$ cat src/rtl/pwm_ramp_ctrl.sv
// Duty-cycle ramp sequencer: walks pwm duty toward a CPU-programmed target over an Avalon-MM master.
// Optional feature macro: PWM_RAMP_IRQ_EN (adds irq output and CTRL/STATUS bit3 irq_en).
module pwm_ramp_ctrl #(
  parameter int CNT_W            = 24,
  parameter int DUTY_MAX         = 100,
  parameter int DEFAULT_STEP     = 10,
  parameter int DEFAULT_INTERVAL = 50000
) (
  input  logic             clk,
  input  logic             reset,
  input  logic [1:0]       address,
  input  logic             chipselect,
  input  logic             read,
  input  logic             write,
  input  logic [31:0]      writedata,
  output logic [31:0]      readdata,
  output logic [1:0]       m_address,
  output logic             m_chipselect,
  output logic             m_write,
  output logic [31:0]      m_writedata,
  input  logic             m_waitrequest
`ifdef PWM_RAMP_IRQ_EN
  ,
  output logic             irq
`endif
);

  localparam logic [6:0]       DUTY_MAX_C = 7'(DUTY_MAX);
  localparam logic [6:0]       DEF_STEP_C = 7'(DEFAULT_STEP);
  localparam logic [CNT_W-1:0] DEF_INTV_C = CNT_W'(DEFAULT_INTERVAL);

  typedef enum logic [1:0] {
    S_IDLE  = 2'd0,
    S_WAIT  = 2'd1,
    S_WRITE = 2'd2,
    S_DONE  = 2'd3
  } state_t;

  function automatic logic [6:0] sat_target(input logic [31:0] v);
    return (v > 32'(DUTY_MAX)) ? DUTY_MAX_C : v[6:0];
  endfunction

  function automatic logic [6:0] nz_step(input logic [6:0] v);
    return (v == 7'd0) ? 7'd1 : v;
  endfunction

  function automatic logic [CNT_W-1:0] nz_intv(input logic [CNT_W-1:0] v);
    return (v == '0) ? CNT_W'(1) : v;
  endfunction

  // One step toward tgt, limited to the remaining distance so the target is never overshot.
  function automatic logic [6:0] step_toward(input logic [6:0] cur,
                                             input logic [6:0] tgt,
                                             input logic [6:0] step);
    logic [6:0] diff;
    logic [6:0] dlt;
    diff = (tgt >= cur) ? (tgt - cur) : (cur - tgt);
    dlt  = (step < diff) ? step : diff;
    return (tgt >= cur) ? (cur + dlt) : (cur - dlt);
  endfunction

  state_t           state_q, state_d;
  logic [CNT_W-1:0] cnt_q, cnt_d;
  logic [6:0]       target_q, step_q;
  logic [CNT_W-1:0] interval_q;
  logic [6:0]       tgt_w_q, step_w_q;
  logic [CNT_W-1:0] intv_w_q;
  logic [6:0]       next_q;
  logic [6:0]       cur_duty_q;
  logic             done_q;
  logic             abort_pend_q;
  logic             irq_en_bit;
  logic             busy;
  logic             wr_en, ctrl_wr, start_req, abort_req, clr_req, accepted;

  assign wr_en     = chipselect && write;
  assign ctrl_wr   = wr_en && (address == 2'd3);
  assign abort_req = ctrl_wr && writedata[1];
  assign start_req = ctrl_wr && writedata[0] && !writedata[1];
  assign clr_req   = ctrl_wr && writedata[2];
  assign accepted  = (state_q == S_WRITE) && !m_waitrequest;
  assign busy      = (state_q != S_IDLE);

`ifdef PWM_RAMP_IRQ_EN
  logic irq_en_q;

  always_ff @(posedge clk) begin
    if (reset) begin
      irq_en_q <= 1'b0;
    end else if (ctrl_wr) begin
      irq_en_q <= writedata[3];
    end
  end

  assign irq_en_bit = irq_en_q;
  assign irq        = done_q && irq_en_q;
`else
  assign irq_en_bit = 1'b0;
`endif

  // ---- state register ----
  always_ff @(posedge clk) begin
    if (reset) begin
      state_q <= S_IDLE;
      cnt_q   <= '0;
    end else begin
      state_q <= state_d;
      cnt_q   <= cnt_d;
    end
  end

  // ---- next-state logic ----
  always_comb begin
    state_d = state_q;
    cnt_d   = cnt_q;
    case (state_q)
      S_IDLE: begin
        if (start_req) begin
          if (target_q == cur_duty_q) begin
            state_d = S_DONE;
          end else begin
            state_d = S_WAIT;
            cnt_d   = interval_q - CNT_W'(1);
          end
        end
      end
      S_WAIT: begin
        if (abort_req) begin
          state_d = S_IDLE;
        end else if (cnt_q == '0) begin
          state_d = S_WRITE;
        end else begin
          cnt_d = cnt_q - CNT_W'(1);
        end
      end
      S_WRITE: begin
        if (!m_waitrequest) begin
          if (abort_pend_q || abort_req) begin
            state_d = S_IDLE;
          end else if (next_q == tgt_w_q) begin
            state_d = S_DONE;
          end else begin
            state_d = S_WAIT;
            cnt_d   = intv_w_q - CNT_W'(1);
          end
        end
      end
      default: state_d = S_IDLE;
    endcase
  end

  // ---- output logic ----
  always_comb begin
    m_address    = 2'b00;
    m_write      = (state_q == S_WRITE);
    m_chipselect = m_write;
    m_writedata  = m_write ? 32'(next_q) : 32'd0;
  end

  // ---- programmable registers, done flag and duty tracking ----
  always_ff @(posedge clk) begin
    if (reset) begin
      target_q     <= 7'd0;
      step_q       <= DEF_STEP_C;
      interval_q   <= DEF_INTV_C;
      cur_duty_q   <= 7'd0;
      done_q       <= 1'b0;
      abort_pend_q <= 1'b0;
    end else begin
      if (wr_en) begin
        case (address)
          2'd0:    target_q   <= sat_target(writedata);
          2'd1:    step_q     <= nz_step(writedata[6:0]);
          2'd2:    interval_q <= nz_intv(writedata[CNT_W-1:0]);
          default: ;
        endcase
      end
      if (accepted) begin
        cur_duty_q <= next_q;
      end
      // Completion beats a simultaneous clear.
      if (state_q == S_DONE) begin
        done_q <= 1'b1;
      end else if (clr_req) begin
        done_q <= 1'b0;
      end
      // An abort arriving while the master is stalled is remembered until the transfer lands.
      if ((state_q == S_WRITE) && m_waitrequest) begin
        abort_pend_q <= abort_pend_q || abort_req;
      end else begin
        abort_pend_q <= 1'b0;
      end
    end
  end

  // ---- working copies and step computation (data only, no reset) ----
  always_ff @(posedge clk) begin
    if ((state_q == S_IDLE) && start_req) begin
      tgt_w_q  <= target_q;
      step_w_q <= step_q;
      intv_w_q <= interval_q;
    end
    if ((state_q == S_WAIT) && (cnt_q == '0)) begin
      next_q <= step_toward(cur_duty_q, tgt_w_q, step_w_q);
    end
  end

  // ---- slave read port ----
  always_ff @(posedge clk) begin
    if (reset) begin
      readdata <= 32'd0;
    end else if (chipselect && read) begin
      case (address)
        2'd0:    readdata <= 32'(target_q);
        2'd1:    readdata <= 32'(step_q);
        2'd2:    readdata <= 32'(interval_q);
        default: readdata <= 32'({cur_duty_q, 4'b0000, irq_en_bit, 1'b0, done_q, busy});
      endcase
    end else begin
      readdata <= 32'd0;
    end
  end

endmodule

$ cat config.mk
export PLATFORM = sky130hd
export DESIGN_NAME = pwm_ramp_ctrl
export DESIGN_NICKNAME = d
export VERILOG_FILES = /design/src/rtl/pwm_ramp_ctrl.sv
export SDC_FILE = /design/constraint.sdc
export NUM_CORES = 1
export LEC_CHECK = 0
export ABC_AREA = 1
export BUFFER_PORTS_ARGS = -buffer_cell sky130_fd_sc_hd__buf_2
export CORE_ASPECT_RATIO = 0.9
export CORE_MARGIN = 2
export CORE_UTILIZATION = 58
export DETAILED_ROUTE_END_ITERATION = 12
export PLACE_DENSITY = 0.89
export SETUP_SLACK_MARGIN = 0.3
export SYNTH_ARGS = -nofsm -noshare
export SYNTH_HDL_FRONTEND = slang
export SYNTH_SLANG_ARGS = --single-unit
$ cat constraint.sdc
create_clock -name clk -period 6.4 [get_ports clk]
set_input_delay 0 -clock clk [delete_from_list [all_inputs] [get_ports clk]]
set_output_delay 0 -clock clk [all_outputs]
set_load 0.005 [all_outputs]
## Yosys cells after proc, flatten, opt, wreduce, memory -nomap -nowiden

Cells that the tools add are included.

| operators by class | value |
|---|---|
| bitwise logic cells | 2 |
| reduce and logical (&&, ||, !) cells | 29 |
| eq/ne operators | 16 |
| add/sub/neg operators | 7 |
| muxes and demuxes | 26 |
| $lt $le $gt $ge | 3 |

Operators by type and width:

| kind | number |
|---|---|
| $mux W24 | 8 |
| $pmux W24 S3 | 2 |
| $sub A24 B1 Y24 const B | 3 |
| $logic_not A24 Y1 | 2 |
| $mux W7 | 6 |
| $gt A32 B7 Y1 const B | 1 |
| $sub A7 B7 Y7 | 3 |
| $eq A7 B7 Y1 | 2 |
| $mux W2 | 7 |
| $ne A2 B2 Y1 const B | 7 |
| $logic_and A1 B1 Y1 | 11 |
| $eq A2 B2 Y1 const B | 4 |
| $reduce_and A8 Y1 | 1 |
| $add A7 B7 Y7 | 1 |
| $ge A7 B7 Y1 | 1 |
| $logic_not A7 Y1 | 1 |
| $lt A7 B7 Y1 | 1 |
| $pmux W2 S3 | 1 |
| $reduce_and A2 Y1 | 3 |
| $eq A2 B1 Y1 const B | 2 |
| $logic_not A2 Y1 | 2 |
| $reduce_bool A2 Y1 | 2 |
| $reduce_or A2 Y1 | 2 |
| $ne A3 B3 Y1 const B | 1 |
| 6 further kinds | 9 |

| word-level totals | value |
|---|---|
| logic and storage cells | 96 |
| output and inout bits | 68 |
| bits of input ports | 40 |
| register bits after elaboration | 150 |

## Logic depth before layout (Yosys ltp)

| depth | value |
|---|---|
| depth after elaboration | 7 |
| mapped depth | 37 |
| gate-level depth less buffers | 37 |

## Worst setup path after synthesis

OpenSTA, ideal clock, no wires.

| path | value |
|---|---|
| path type | flip-flop to flip-flop |
| from | reg cur_duty_q[1] |
| to | reg next_q[6], data pin |
| required time | 6.148 ns |
| slack | 1.294 ns |
| setup time | 0.252 ns |
| stages on the path, launching flop included | 33 |
| path buffers | 1 |
| period minus slack after synthesis | 5.106 ns |
| data arrival time | 4.854 ns |
| cell sequence | dfxtp_1 -> inv_1 -> ha_1 -> a21oi_1 -> nand2_2 -> nand2_2 -> nand3_4 -> inv_2 -> buf_6 -> nand2_1 -> o21ai_1 -> xnor2_1 -> ha_1 -> nand2_1 -> nor2_1 -> a211oi_1 -> nand2_4 -> nand2_1 -> nand2_1 -> ha_1 -> nand2_1 -> o21ai_0 -> fa_1 -> a21o_1 -> a21oi_1 -> o21ai_0 -> a21o_1 -> xor2_1 -> nand3_1 -> nand2_1 -> inv_1 -> nand2_1 -> nand2_1 |

| between the ends | value |
|---|---|
| word-level cells in the longest chain between the ends | 6 |
| elaborated cells on any way between the ends | 9 |
| those cells by class | add/sub (4); order compare (2); mux (3) |

Ends and longest elaborated chain:

| item | line | RTL |
|---|---|---|
| start: declaration | 69 | `logic [6:0] cur_duty_q;` |
| start signal: assignment | 179 | `cur_duty_q <= next_q;` |
| $sub A7 B7 Y7 / $ge A7 B7 Y1 (equally long branches) | 57, 59 |  |
| $mux W7 | 57 | `diff = (tgt >= cur) ? (tgt - cur) : (cur - tgt);` |
| $lt A7 B7 Y1 | 58 | `dlt = (step < diff) ? step : diff;` |
| $mux W7 | 58 |  |
| $sub A7 B7 Y7 / $add A7 B7 Y7 (equally long branches) | 59 | `return (tgt >= cur) ? (cur + dlt) : (cur - dlt);` |
| $mux W7 (*) | 59 |  |
| end signal: assignment | 204 | `next_q <= step_toward(cur_duty_q, tgt_w_q, step_w_q);` |
| end: declaration | 68 | `logic [6:0] next_q;` |

Mark *: on every way between the ends. The rest lies on a longest branch, timed or not.
A chain may end at the register's enable or synchronous reset.

## Worst setup path in the final report

Same ends and word-level chain as after synthesis.

==> impl_metrics.ini <==
[die]
start_util_pct = 59.2
boundaryPins = 108
die_area_um2 = 14500
core_area_um2 = 13300
die_h_um = 115
rows = 40
die_w_um = 127

[placement]
dp.cells = 1209
gp_congestion = 0.977
io_buffer_count = 72
preCtsSetupSlack_ns = 0.777
dp_hpwl_mm = 14.5

[sta]
tightest_slew_ns = 1.18
rsz0062_at_grt = false
fmax_mhz = 181
min_period_over_period_pct = 86.1
hold_slack_ns = 0.0349
relSlewSlack_pct = 21.1
period_minus_slack_ns = 5.51
drv_slew = 0
final.setup.tns_ns = 0
worst_slack_ns = 0.890
finClkSkew_ns = 0.00827
setup_viol = 0
finalHoldViolCount = 0

[grt]
grt_max_degree = 57
grt_use_total_pct = 30.4
grt_pass1_wl_mm = 34.2
antenna_found_initial = 0
grt_remaining_overflow = 0
grt_pass1_vias = 6705

[logic_synthesis]
syn_area_per_cell_um2 = 7.85
yosys_most_used_dff = dfxtp_1
synth_cell_types = 48
synth_area_um2 = 7880
yosysTopAreaCell = dfxtp_1
ys_top_cells_by_area = dfxtp_1, edfxtp_1, nand2_1, inv_1, o21ai_0
syn_inst = 1004
synth_top_area_share_pct = 24.7
yosysWarnings = 0
synth_edf_count = 45
ys_ff_latch = 142
ys_async_sr_fraction_pct = 0
synth_seq_area_share_pct = 41.8

[routing]
drt_iter0_markers = 931
ant_nets = 0
avgRoutedWirePerCell_um = 17.2
routed.top_layer = met4
wl_met1_mm = 8.79
wl_mm = 21.8
num_vias = 7310
avgViaCountPerCell = 5.77
route.detailed.drc = 0
wl_met2_mm = 9.67
drtPass1Iterations = 6
wl_met3_mm = 2.65

[critical_path]
critPathMaxStageDelay_ns = 0.55
critPathKind = flop to flop
worstRegToRegCells = 31
crit_end = next_q[6]$_DFFE_PP_
worstReg2RegStart = cur_duty_q[1]$_SDFFE_PP0P_
cp_data_arrival_time_ns = 5.70
cpMostUsedCell = nand2_1
crit_slowest_cell = dfxtp_1
crit_start = cur_duty_q[1]$_SDFFE_PP0P_
path_max_fanout = 13
crit_required_ns = 6.59
cp-end-kind = flop
r2r_end = next_q[6]$_DFFE_PP_
r2r_slack_ns = 0.89
startpoint_type = flop

[final_layout]
final_util_pct = 67.3
nets = 1160
synthToLayoutAreaGrowth_pct = 13.7
drive_gt1_share_pct = 13.3
num-fill-cells = 1033
final_common_cell = nand2_1
final_cell_mix = nand2_1, inv_1, dfxtp_1
n_antenna_cell = 0
fin_cells = 1267

[cts]
clock_sinks = 142
clockBufferDepth = 2
htree_levels = 4
cts_tree = built
cts-root-buf = clkbuf_16
cts_made_buffers = 17
cts.clk_slew.worst_paths_ns = 0.06
clkLatencyLatePin_ns = 0.43

[run]
maxCapViolCount = 0

[status]
outcome = finished, final reports clean

[power_and_ir_drop]
vdd_drop_max_mv = 0.244
power.leakage_nw = 4.04
power.density_nw_per_um2 = 391

[hold_path]
hp-class = primary input to flop
[layer usage]
layer,track usage (%),up-vias
li1,-,3406
met1,40.7,3339
met2,46.7,502
met3,8.08,63
met4,13.3,0
met5,0,-
[critical path, delay by kind of cell, from the launching register on]
family                   cells  cell delay [ns]
buffers and inverters        3             0.42
AND/OR/NAND/NOR             14             1.22
XOR/XNOR                     2             0.35
flip-flops                   1             0.55
AO/OA/AOI/OAI                8             1.46
adder cells (fa/ha/maj)      4             1.27
[synthesized netlist by cell type, types with 11 or more instances]
master and count:
nor2_1 65, nor3_1 13, nand2_2 12, o211ai_1 13, edfxtp_1 45, xor2_1 20
o21ai_0 83, a21oi_1 75, inv_1 126, nand2_1 199, ha_1 31, clkbuf_1 17
dfxtp_1 97, nand3_1 54, xnor2_1 15, nand4_1 11, buf_4 40
[power breakdown]
part / switching, W / internal, W / leakage [nW]
combinational: 0.000943 / 0.000472 / 2.58
sequential: 0.0000904 / 0.00105 / 1.20
clock: 0.000412 / 0.000540 / 0.265
total: 0.00145 / 0.00206 / 4.04
[flip-flops by register name (all words and copies together) (netlist names)]
register / flops
cnt_q: 24
interval_q: 24
intv_w_q: 24
readdata: 24
cur_duty_q: 7
next_q: 7
step_q: 7
step_w_q: 7
target_q: 7
tgt_w_q: 7
state_q: 2
abort_pend_q: 1
done_q: 1
[logic make-up (layout without fill, tap and decap cells)]
group | count (synthesis) | in the layout | share of synthesized area, %
AOI/OAI and AO/OA | 213 | 213 | 15.2
xor gates and xnor gates | 35 | 35 | 3.89
adders and majority gates | 34 | 34 | 5.69
buffers and inverters | 203 | 264 | 12.4
DFF | 142 | 142 | 41.8
other | 1 | 35 | 0.0476
and+or+nand+nor | 376 | 376 | 21.0
[worst min path at each step]
| stage | startpoint | end | depth (start not counted) |
|---|---|---|---|
| 2_1_floorplan | writedata[2] | target_q[2]$_SDFFE_PP0P_ | 2 |
| 3_3_place_gp | writedata[9] | interval_q[9]$_SDFFE_PP1P_ | 3 |
| 3_5_place_dp | writedata[9] | interval_q[9]$_SDFFE_PP1P_ | 3 |
| 4_1_cts | writedata[31] | target_q[2]$_SDFFE_PP0P_ | 5 |
| 5_1_grt | address[1] | readdata[12]$_SDFF_PP0_ | 3 |
| 6_report | writedata[31] | target_q[6]$_SDFFE_PP0P_ | 5 |
[cell type report]
type / count / area (um2) / area share, %
Clock buffer: 18 / 429 / 4.79
Timing Repair Buffer: 102 / 651 / 7.26
Sequential cell: 142 / 3290 / 36.8
Inverter: 130 / 489 / 5.46
Clock inverter: 14 / 131 / 1.47
Tap cell: 168 / 210 / 2.35
Multi-Input combinational cell: 693 / 3750 / 41.9
[stage by stage]
stage                     instance area [um2]  total power [W]
after floorplan                          8010          0.00222
after global placement                   8130          0.00244
after detailed placement                 8130          0.00248
after CTS                                8950          0.00345
after global routing                     8960          0.00370
final                                    8960          0.00351
[timing repair]
| action | 4_1_cts | 5_1_grt |
|---|---|---|
| hold buffers | 26 | 0 |
| endpoints found under the hold margin | 41 | 0 |
| endpoints found under the setup margin | 0 | 1 |
| gates resized for setup | 0 | 1 |
| buffers inserted | 0 | 0 |
Note: power is estimated with default switching activity, not from simulation.
